### config.mk
export PLATFORM = sky130hd
export DESIGN_NAME = muldiv_unit
export DESIGN_NICKNAME = d
export VERILOG_FILES = /design/src/rtl/muldiv_pkg.sv /design/src/rtl/muldiv_sign.sv /design/src/rtl/muldiv_unit.sv
export SDC_FILE = /design/constraint.sdc
export NUM_CORES = 1
export LEC_CHECK = 0
export ABC_CLOCK_PERIOD_IN_PS = 3700
export BUFFER_PORTS_ARGS = -buffer_cell sky130_fd_sc_hd__buf_2
export CORE_ASPECT_RATIO = 0.6
export CORE_UTILIZATION = 45
export DETAILED_ROUTE_END_ITERATION = 10
export GPL_TIMING_DRIVEN = 0
export PLACE_DENSITY_LB_ADDON = 0.05
export SETUP_SLACK_MARGIN = 0.4
export SLEW_MARGIN = 10
export SYNTH_ARGS = -nofsm -noshare
export SYNTH_HDL_FRONTEND = slang
export SYNTH_SLANG_ARGS = --single-unit
### constraint.sdc
create_clock -name clk -period 3.7 [get_ports clk]
set_input_delay 0.37 -clock clk [delete_from_list [all_inputs] [get_ports clk]]
set_output_delay 0.37 -clock clk [all_outputs]
set_load 0.02 [all_outputs]
### src/rtl/muldiv_pkg.sv
// Shared encodings for the iterative multiply/divide unit: op codes, FSM states
// and the iteration count.
package muldiv_pkg;

  typedef enum logic [1:0] {
    OP_MULT  = 2'b00,
    OP_MULTU = 2'b01,
    OP_DIV   = 2'b10,
    OP_DIVU  = 2'b11
  } op_e;

  typedef enum logic [1:0] {
    IDLE,
    MUL,
    DIV,
    DONE
  } state_e;

  localparam int unsigned ITER_CNT = 32;
  localparam int unsigned CNT_W    = $clog2(ITER_CNT) + 1;

endpackage

### src/rtl/muldiv_sign.sv
// Sign conditioning for muldiv_unit: operand magnitudes and result sign flags
// on the way in, conditional negation of the raw magnitude result on the way out.
module muldiv_sign
  import muldiv_pkg::*;
(
  input  logic [1:0]  op,
  input  logic [31:0] a,
  input  logic [31:0] b,
  output logic [31:0] mag_a,
  output logic [31:0] mag_b,
  output logic        neg_res,
  output logic        neg_rem,
  input  logic        is_div,
  input  logic        res_neg,
  input  logic        rem_neg,
  input  logic [63:0] raw,
  output logic [31:0] res_hi,
  output logic [31:0] res_lo
);

  logic        signed_op;
  logic [63:0] prod;
  logic [31:0] quo;
  logic [31:0] rem;

  always_comb begin
    signed_op = (op == OP_MULT) || (op == OP_DIV);
    mag_a     = (signed_op && a[31]) ? -a : a;
    mag_b     = (signed_op && b[31]) ? -b : b;
    neg_res   = signed_op && (a[31] ^ b[31]);
    neg_rem   = signed_op && a[31];

    // raw holds {product} for multiply and {remainder, quotient} for divide
    prod   = res_neg ? -raw : raw;
    quo    = res_neg ? -raw[31:0] : raw[31:0];
    rem    = rem_neg ? -raw[63:32] : raw[63:32];
    res_hi = is_div ? rem : prod[63:32];
    res_lo = is_div ? quo : prod[31:0];
  end

endmodule

### src/rtl/muldiv_unit.sv
// Iterative 32-bit multiply/divide unit with HI/LO result registers.
// The restoring divider is built only when MULDIV_DIV_EN is defined.
module muldiv_unit
  import muldiv_pkg::*;
(
  input  logic        clk,
  input  logic        rst_n,
  input  logic        start,
  input  logic [1:0]  op,
  input  logic [31:0] a,
  input  logic [31:0] b,
  input  logic        hi_we,
  input  logic        lo_we,
  input  logic [31:0] wdata,
  output logic        busy,
  output logic        done,
  output logic [31:0] hi,
  output logic [31:0] lo,
  output logic        div_by_zero
);

  state_e             state_q, state_d;
  logic [CNT_W-1:0]   cnt_q, cnt_d;
  logic [63:0]        acc_q, acc_d;
  logic [31:0]        opnd_q, opnd_d;
  logic               neg_res_q, neg_res_d;
  logic               neg_rem_q, neg_rem_d;
  logic [31:0]        hi_q, hi_d;
  logic [31:0]        lo_q, lo_d;

  logic [31:0]        mag_a, mag_b;
  logic               neg_res, neg_rem;
  logic [31:0]        fin_hi, fin_lo;
  logic [32:0]        mul_sum;
  logic [63:0]        mul_next;

`ifdef MULDIV_DIV_EN
  logic [31:0]        a_q, a_d;
  logic               bz_q, bz_d;
  logic [32:0]        div_shift;
  logic [32:0]        div_diff;
  logic [63:0]        div_next;
`endif

  muldiv_sign u_sign (
    .op      (op),
    .a       (a),
    .b       (b),
    .mag_a   (mag_a),
    .mag_b   (mag_b),
    .neg_res (neg_res),
    .neg_rem (neg_rem),
    .is_div  (state_q == DIV),
    .res_neg (neg_res_q),
    .rem_neg (neg_rem_q),
    .raw     (acc_q),
    .res_hi  (fin_hi),
    .res_lo  (fin_lo)
  );

  // acc holds {partial product, multiplier} or {remainder, quotient}
  always_comb begin
    mul_sum  = {1'b0, acc_q[63:32]} + (acc_q[0] ? {1'b0, opnd_q} : 33'd0);
    mul_next = {mul_sum, acc_q[31:1]};
`ifdef MULDIV_DIV_EN
    div_shift = {acc_q[63:32], acc_q[31]};
    div_diff  = div_shift - {1'b0, opnd_q};
    div_next  = div_diff[32] ? {div_shift[31:0], acc_q[30:0], 1'b0}
                             : {div_diff[31:0],  acc_q[30:0], 1'b1};
`endif
  end

  always_comb begin
    state_d   = state_q;
    cnt_d     = cnt_q;
    acc_d     = acc_q;
    opnd_d    = opnd_q;
    neg_res_d = neg_res_q;
    neg_rem_d = neg_rem_q;
    hi_d      = hi_q;
    lo_d      = lo_q;
`ifdef MULDIV_DIV_EN
    a_d       = a_q;
    bz_d      = bz_q;
`endif

    unique case (state_q)
      IDLE: begin
        if (start) begin
          cnt_d     = '0;
          acc_d     = {32'd0, mag_a};
          opnd_d    = mag_b;
          neg_res_d = neg_res;
          neg_rem_d = neg_rem;
          if (!op[1]) begin
            state_d = MUL;
          end else begin
`ifdef MULDIV_DIV_EN
            a_d     = a;
            bz_d    = (b == '0);
            state_d = DIV;
`else
            state_d = DONE;
`endif
          end
        end else begin
          if (hi_we) hi_d = wdata;
          if (lo_we) lo_d = wdata;
        end
      end

      // One extra cycle after the last iteration applies signs and commits hi/lo
      MUL: begin
        if (cnt_q == CNT_W'(ITER_CNT)) begin
          hi_d    = fin_hi;
          lo_d    = fin_lo;
          state_d = DONE;
        end else begin
          acc_d = mul_next;
          cnt_d = cnt_q + 1'b1;
        end
      end

      DIV: begin
`ifdef MULDIV_DIV_EN
        if (cnt_q == CNT_W'(ITER_CNT)) begin
          hi_d    = bz_q ? a_q : fin_hi;
          lo_d    = bz_q ? '1  : fin_lo;
          state_d = DONE;
        end else begin
          acc_d = div_next;
          cnt_d = cnt_q + 1'b1;
        end
`else
        state_d = IDLE;
`endif
      end

      DONE: state_d = IDLE;

      default: state_d = IDLE;
    endcase
  end

  always_ff @(posedge clk or negedge rst_n) begin
    if (!rst_n) begin
      state_q   <= IDLE;
      cnt_q     <= '0;
      acc_q     <= '0;
      opnd_q    <= '0;
      neg_res_q <= 1'b0;
      neg_rem_q <= 1'b0;
      hi_q      <= '0;
      lo_q      <= '0;
`ifdef MULDIV_DIV_EN
      a_q       <= '0;
      bz_q      <= 1'b0;
`endif
    end else begin
      state_q   <= state_d;
      cnt_q     <= cnt_d;
      acc_q     <= acc_d;
      opnd_q    <= opnd_d;
      neg_res_q <= neg_res_d;
      neg_rem_q <= neg_rem_d;
      hi_q      <= hi_d;
      lo_q      <= lo_d;
`ifdef MULDIV_DIV_EN
      a_q       <= a_d;
      bz_q      <= bz_d;
`endif
    end
  end

  assign busy = (state_q != IDLE);
  assign done = (state_q == DONE);
  assign hi   = hi_q;
  assign lo   = lo_q;
`ifdef MULDIV_DIV_EN
  assign div_by_zero = (state_q == DONE) && bz_q;
`else
  assign div_by_zero = 1'b0;
`endif

endmodule

; ---- Word-level counts from Yosys, hierarchy flattened
; Cells that the tools add are included.
[word_totals]
reg_bits = 170
in_bits = 103
output_inout_bits = 67
elab_cells = 67
[op_classes]
n_addsub = 7
n_eq_ne = 11
n_mux = 26
bitwise_logic = 1
reduce_logical = 14
[op_table]
columns = cell, count
row1 = $mux 32, 13
row2 = $mux 64, 3
row3 = $neg 32->32, 4
row4 = $pmux 32 s2, 2
row5 = $pmux 64 s2, 1
row6 = $neg 64->64, 1
row7 = $add 32x32->33, 1
row8 = $mux 6, 2
row9 = $ne 2x2->1 const B, 6
row10 = $pmux 6 s2, 1
row11 = $reduce_and 4->1, 2
row12 = $add 6x1->6 const B, 1
row13 = $eq 2x2->1 const B, 3
row14 = $eq 6x6->1 const B, 1
row15 = $mux 2, 3
row16 = $pmux 2 s3, 1
row17 = $logic_not 2->1, 2
row18 = $reduce_and 2->1, 2
row19 = $reduce_bool 2->1, 2
row20 = $logic_and 1x1->1, 3
row21 = $reduce_and 3->1, 1
row22 = $eq 2x1->1 const B, 1
row23 = $reduce_or 2->1, 1
row24 = $logic_or 1x1->1, 1
row25 = $xor 1x1->1, 1

; ---- Depth between registers and ports, before layout
[depth]
word_depth = 6
mapped_depth = 13
depth_no_buf = 11

; ---- Hierarchy
; Synthesis repeated with hierarchy kept, for this count alone.
[unflattened]
cells_unflattened = 1568
area_unflattened_um2 = 12438.2
[modules_own_cells]
columns = mod, n_inst, cells_per_inst, area_per_inst_um2
row1 = muldiv_unit, 1, 1022, 8922.3
row2 = muldiv_sign, 1, 546, 3515.9

; ---- Worst setup path before layout
; Ideal clock, no wire load.
[synth_path]
path_type = reg-to-reg
from = register acc_q[0]
to = register acc_q[47]
setup_ns = 0.122
arrival_time_ns = 2.691
required_time_ns = 3.578
setup_slack_ns = 0.887
path_stages_with_launch = 14
n_path_buf = 2
path_cell_list = dfrtp_1 -> clkbuf_1 -> clkbuf_1 -> and2_1 -> ha_1 -> inv_1 -> fa_1 -> nor2b_1 -> o211ai_1 -> a21boi_0 -> o211ai_1 -> a211oi_1 -> o31ai_1 -> a32o_1
[synth_via]
elab_chain_len = 4
[synth_rtl]
columns = element, line_no
row1 = start: declaration, muldiv_unit.sv:24  ; logic [63:0] acc_q, acc_d;
row2 = start signal: assignment, muldiv_unit.sv:149  ; acc_q <= '0;
row3 = start signal: assignment, muldiv_unit.sv:162  ; acc_q <= acc_d;
row4 = $mux 32, muldiv_unit.sv:63  ; mul_sum = {1'b0, acc_q[63:32]} + (acc_q[0] ? {1'b0, opnd_q} : 33'd0);
row5 = $add 32x32->33, muldiv_unit.sv:63
row6 = $mux 64, muldiv_unit.sv:114  ; if (cnt_q == CNT_W'(ITER_CNT)) begin
row7 = $pmux 64 s2, muldiv_unit.sv:87  ; unique case (state_q)
; Every way passes these cells. The select of a mux whose other input is x is not followed.
; A chain may end at the register's enable or synchronous reset.

; ---- Worst setup path after layout
[layout_path]
from = register acc_q[27]
to = register hi_q[4], in the netlist hi[4]
[layout_via]
elab_chain_len = 5
[layout_rtl]
columns = element, line_no
row1 = $neg 64->64, muldiv_sign.sv:34  ; prod = res_neg ? -raw : raw;
row2 = $mux 64, muldiv_sign.sv:34
row3 = $mux 32, muldiv_sign.sv:37  ; res_hi = is_div ? rem : prod[63:32];
row4 = $mux 32, muldiv_unit.sv:114
row5 = $pmux 32 s2, muldiv_unit.sv:87
row6 = end signal: assignment, muldiv_unit.sv:166  ; hi_q <= hi_d;
row7 = end: declaration, muldiv_unit.sv:28  ; logic [31:0] hi_q, hi_d;
; Every way passes these cells. The select of a mux whose other input is x is not followed.

==> flow_summary_export.csv <==
group,metric,value,unit
timing,layout_setup_ws,0.506,ns
drt,highest_layer,"met4",
power_and_ir_drop,ir_worst_vdd,0.326,mV
min_path,hold_path.class,"input port to register",
logic_synthesis,synth.net_count,1647,
global_routing,grtUsageTotal,35.0,%
place,port_buffers,168,
logic_synthesis,synth-seq-cells,170,
logic_synthesis,synthTopCellsByCount,"nand2_1, dfrtp_1, o21ai_0, nor2_1, a21oi_1",
timing,fin_crit_sh,86.3,%
cts,root_buffer,"clkbuf_16",
setup_path,worst-setup-path-type,"register to register",
logic_synthesis,synth_top_area_share,35.2,%
drt,drt_iter0_markers,1541,
cts,htree_levels,4,
drt,postRouteAntennaNets,0,
floorplan,initial_utilization,45.8,%
logic_synthesis,synth-edff-count,0,
setup_path,reg2reg_from,"acc_q[27]",
global_routing,grt_max_degree,101,
drt,wirelength,47.9,mm
cts,cts_buffers,17,
logic_synthesis,synth_most_common_cell,"nand2_1",
global_routing,grt_pass1_vias,11200,
logic_synthesis,syn_inst,1505,
min_path,hp-start,"wdata[21]",
setup_path,cp.buffers_inverters,0,
setup_path,crit_family,"simple AND/OR/NAND/NOR gates",
logic_synthesis,async_flop_share,100,%
timing,finalHoldViolations,0,
setup_path,critPathMaxStageDelay,0.62,ns
timing,setup_viol,0,
drt,vias,12700,
floorplan,core,26400,µm²
setup_path,cp-startpoint,"acc_q[27]",
timing,drv_slew,0,
drt,met2WireLength,17.2,mm
logic_synthesis,seq_area_frac_synth,35.2,%
setup_path,start_kind,"register",
drt,drc,0,
flow_run,maxCapViolCount,0,
timing,rsz0062_at_grt,"true",
logic_synthesis,avgSynthCellArea,8.04,µm²
timing,max_clock_freq,313,MHz
power_and_ir_drop,power,13400,µW
setup_path,crit_slowest_cell,"or4_1",
setup_path,required,4.02,ns
finish,drive_above_1_share,15.2,%
outcome,status,"finished clean",
place,hpwl,37.8,mm
power_and_ir_drop,power.density,938,nW/µm²
logic_synthesis,netlist_area,12100,µm²
logic_synthesis,synth_cell_types,70,
cts,clkTransAtPathRegs,0.07,ns
timing,max_slew_margin,28.3,%
drt,wl_per_cell,23.1,µm
floorplan,ios,170,
drt,vias_per_cell,6.12,
global_routing,antenna_found_initial,1,
drt,wl_met1,24.4,mm
timing,worst_pin_slew,1.07,ns
setup_path,worstPathCellList,"or4_1, nor3_1, nand3_1, o41ai_1, xor2_1, o221ai_1",
cts,cts_tree,"yes",
finish,final_cells,2074,
cts,cts_num_sinks,170,
power_and_ir_drop,cellLeakagePower,0.00600,µW
finish,multi_input_area,7520,µm²
global_routing,grt_pass1_wl,70.6,mm
place,dp_slack,-0.584,ns
cts,cts_max_path_buffers,2,
logic_synthesis,yosys.area.top_type,"dfrtp_1",
drt,dr.pass1.iters,5,
logic_synthesis,yosysWarnings,0,
setup_path,cp_max_fo,6,
floorplan,dieArea,27600,µm²
place,place_congestion,0.970,
logic_synthesis,ys.flop_type,"dfrtp_1",
floorplan,die_y,129,µm
finish,fillers,2587,
setup_path,crit_arrival,3.51,ns
cts,insertion_delay,0.47,ns
global_routing,gr-total-overflow,0,
floorplan,die_x,214,µm
timing,fin_skew,0.0104,ns
finish,final_net_count,1842,
timing,layout_min_cycle_time,3.19,ns
setup_path,endpoint_kind,"register",
timing,final.setup.tns,0,ns
finish,area_growth,17.7,%
logic_synthesis,yosys-top-cells-area,"dfrtp_1, o21ai_0, nand2_1, xnor2_1, xor2_1",
floorplan,placementRows,46,
place,dp_cells,2034,
drt,met3_length,5.66,mm
finish,ff_latch_area,4250,µm²
## worst register-to-register path, cell delays in order (launching register included)
cell and delay, ns:
dfrtp_1 0.49, or4_1 0.62, nor3_1 0.51, nand3_1 0.35, o41ai_1 0.49, xor2_1 0.41
o221ai_1 0.19
## cells in the final DEF (no fill, tap or decap), drive strengths merged, types with 11 or more instances in the layout
cell type and count:
o41ai 16, and2 37, o22ai 11, nand2b 13, o211ai 14, nor2 134, nor4 28, ha 38
xor2 63, inv 29, a21oi 83, or3 24, o221ai 12, o21ai 170, nand3 42, clkbuf 96
or4 25, a21o 16, xnor2 72, a31oi 14, nor3 29, dfrtp 170, buf 190, o31ai 37
nand4 25, nand2 200
## cell families after synthesis
kind of cell,after synthesis,synth area share [%]
DFF,170,35.2
muxes,10,0.848
and+or+nand+nor,597,24.0
buffers and inverters,116,3.65
other,1,0.0310
adders and majority gates,39,4.09
AOI/OAI and AO/OA,437,22.4
xor gates and xnor gates,135,9.77
## where the power goes
part	switching [µW]	internal (µW)
Sequential	1110	2750
Clock	853	1060
Combinational	4990	2600
Total	6960	6400
## layout make-up
cell class	instances	share of cell area, %
multi-input cells	1219	52.8
flip-flops and latches	170	29.9
repair buffers	176	6.56
clock buffers	21	3.30
well taps	360	3.16
plain buffers	90	2.62
clock inverters	11	0.958
inverters	26	0.685
diodes	1	0.0176
## state kept, by name, summed over array words and instances (netlist names)
| name | count |
|---|---|
| acc_q | 64 |
| hi | 32 |
| lo | 32 |
| opnd_q | 32 |
| cnt_q | 6 |
| state_q | 2 |
| neg_rem_q | 1 |
| neg_res_q | 1 |
## what timing repair did
action | CTS | global route
pin swaps | 1 | 6
resized for setup | 20 | 34
buffers inserted | 1 | 5
setup endpoints to repair | 109 | 71
hold buffers | 1 | 0
endpoints found under the hold margin | 70 | 0
## final timing paths
check / endpoint / slack (ns) / cells after the start
max: hi[4] / 0.51 / 6
min: lo[21] / 0.17 / 3
max reg2reg: hi[4] / 0.51 / 6
min reg2reg: hi[15] / 0.48 / 2
max in group asynchronous: acc_q[11] / 2.33 / 3
min in group asynchronous: acc_q[56] / 0.44 / 2
## metal layers
layer | global-route usage (%) | vias to the layer above
li1 | - | 5840
met1 | 57.2 | 6196
met2 | 42.1 | 608
met3 | 12.2 | 54
met4 | 6.97 | 0
met5 | 0 | -
## stage by stage
step	hold slack, ns	utilization [%]	instance area (µm²)
2_1_floorplan	0.0744	-	12100
3_3_place_gp	0.455	50.7	13400
3_5_place_dp	0.361	50.8	13400
4_1_cts	0.155	53.5	14100
5_1_grt	0.183	53.9	14200
6_report	0.167	53.9	14200
(Power assumes the default switching activity.)
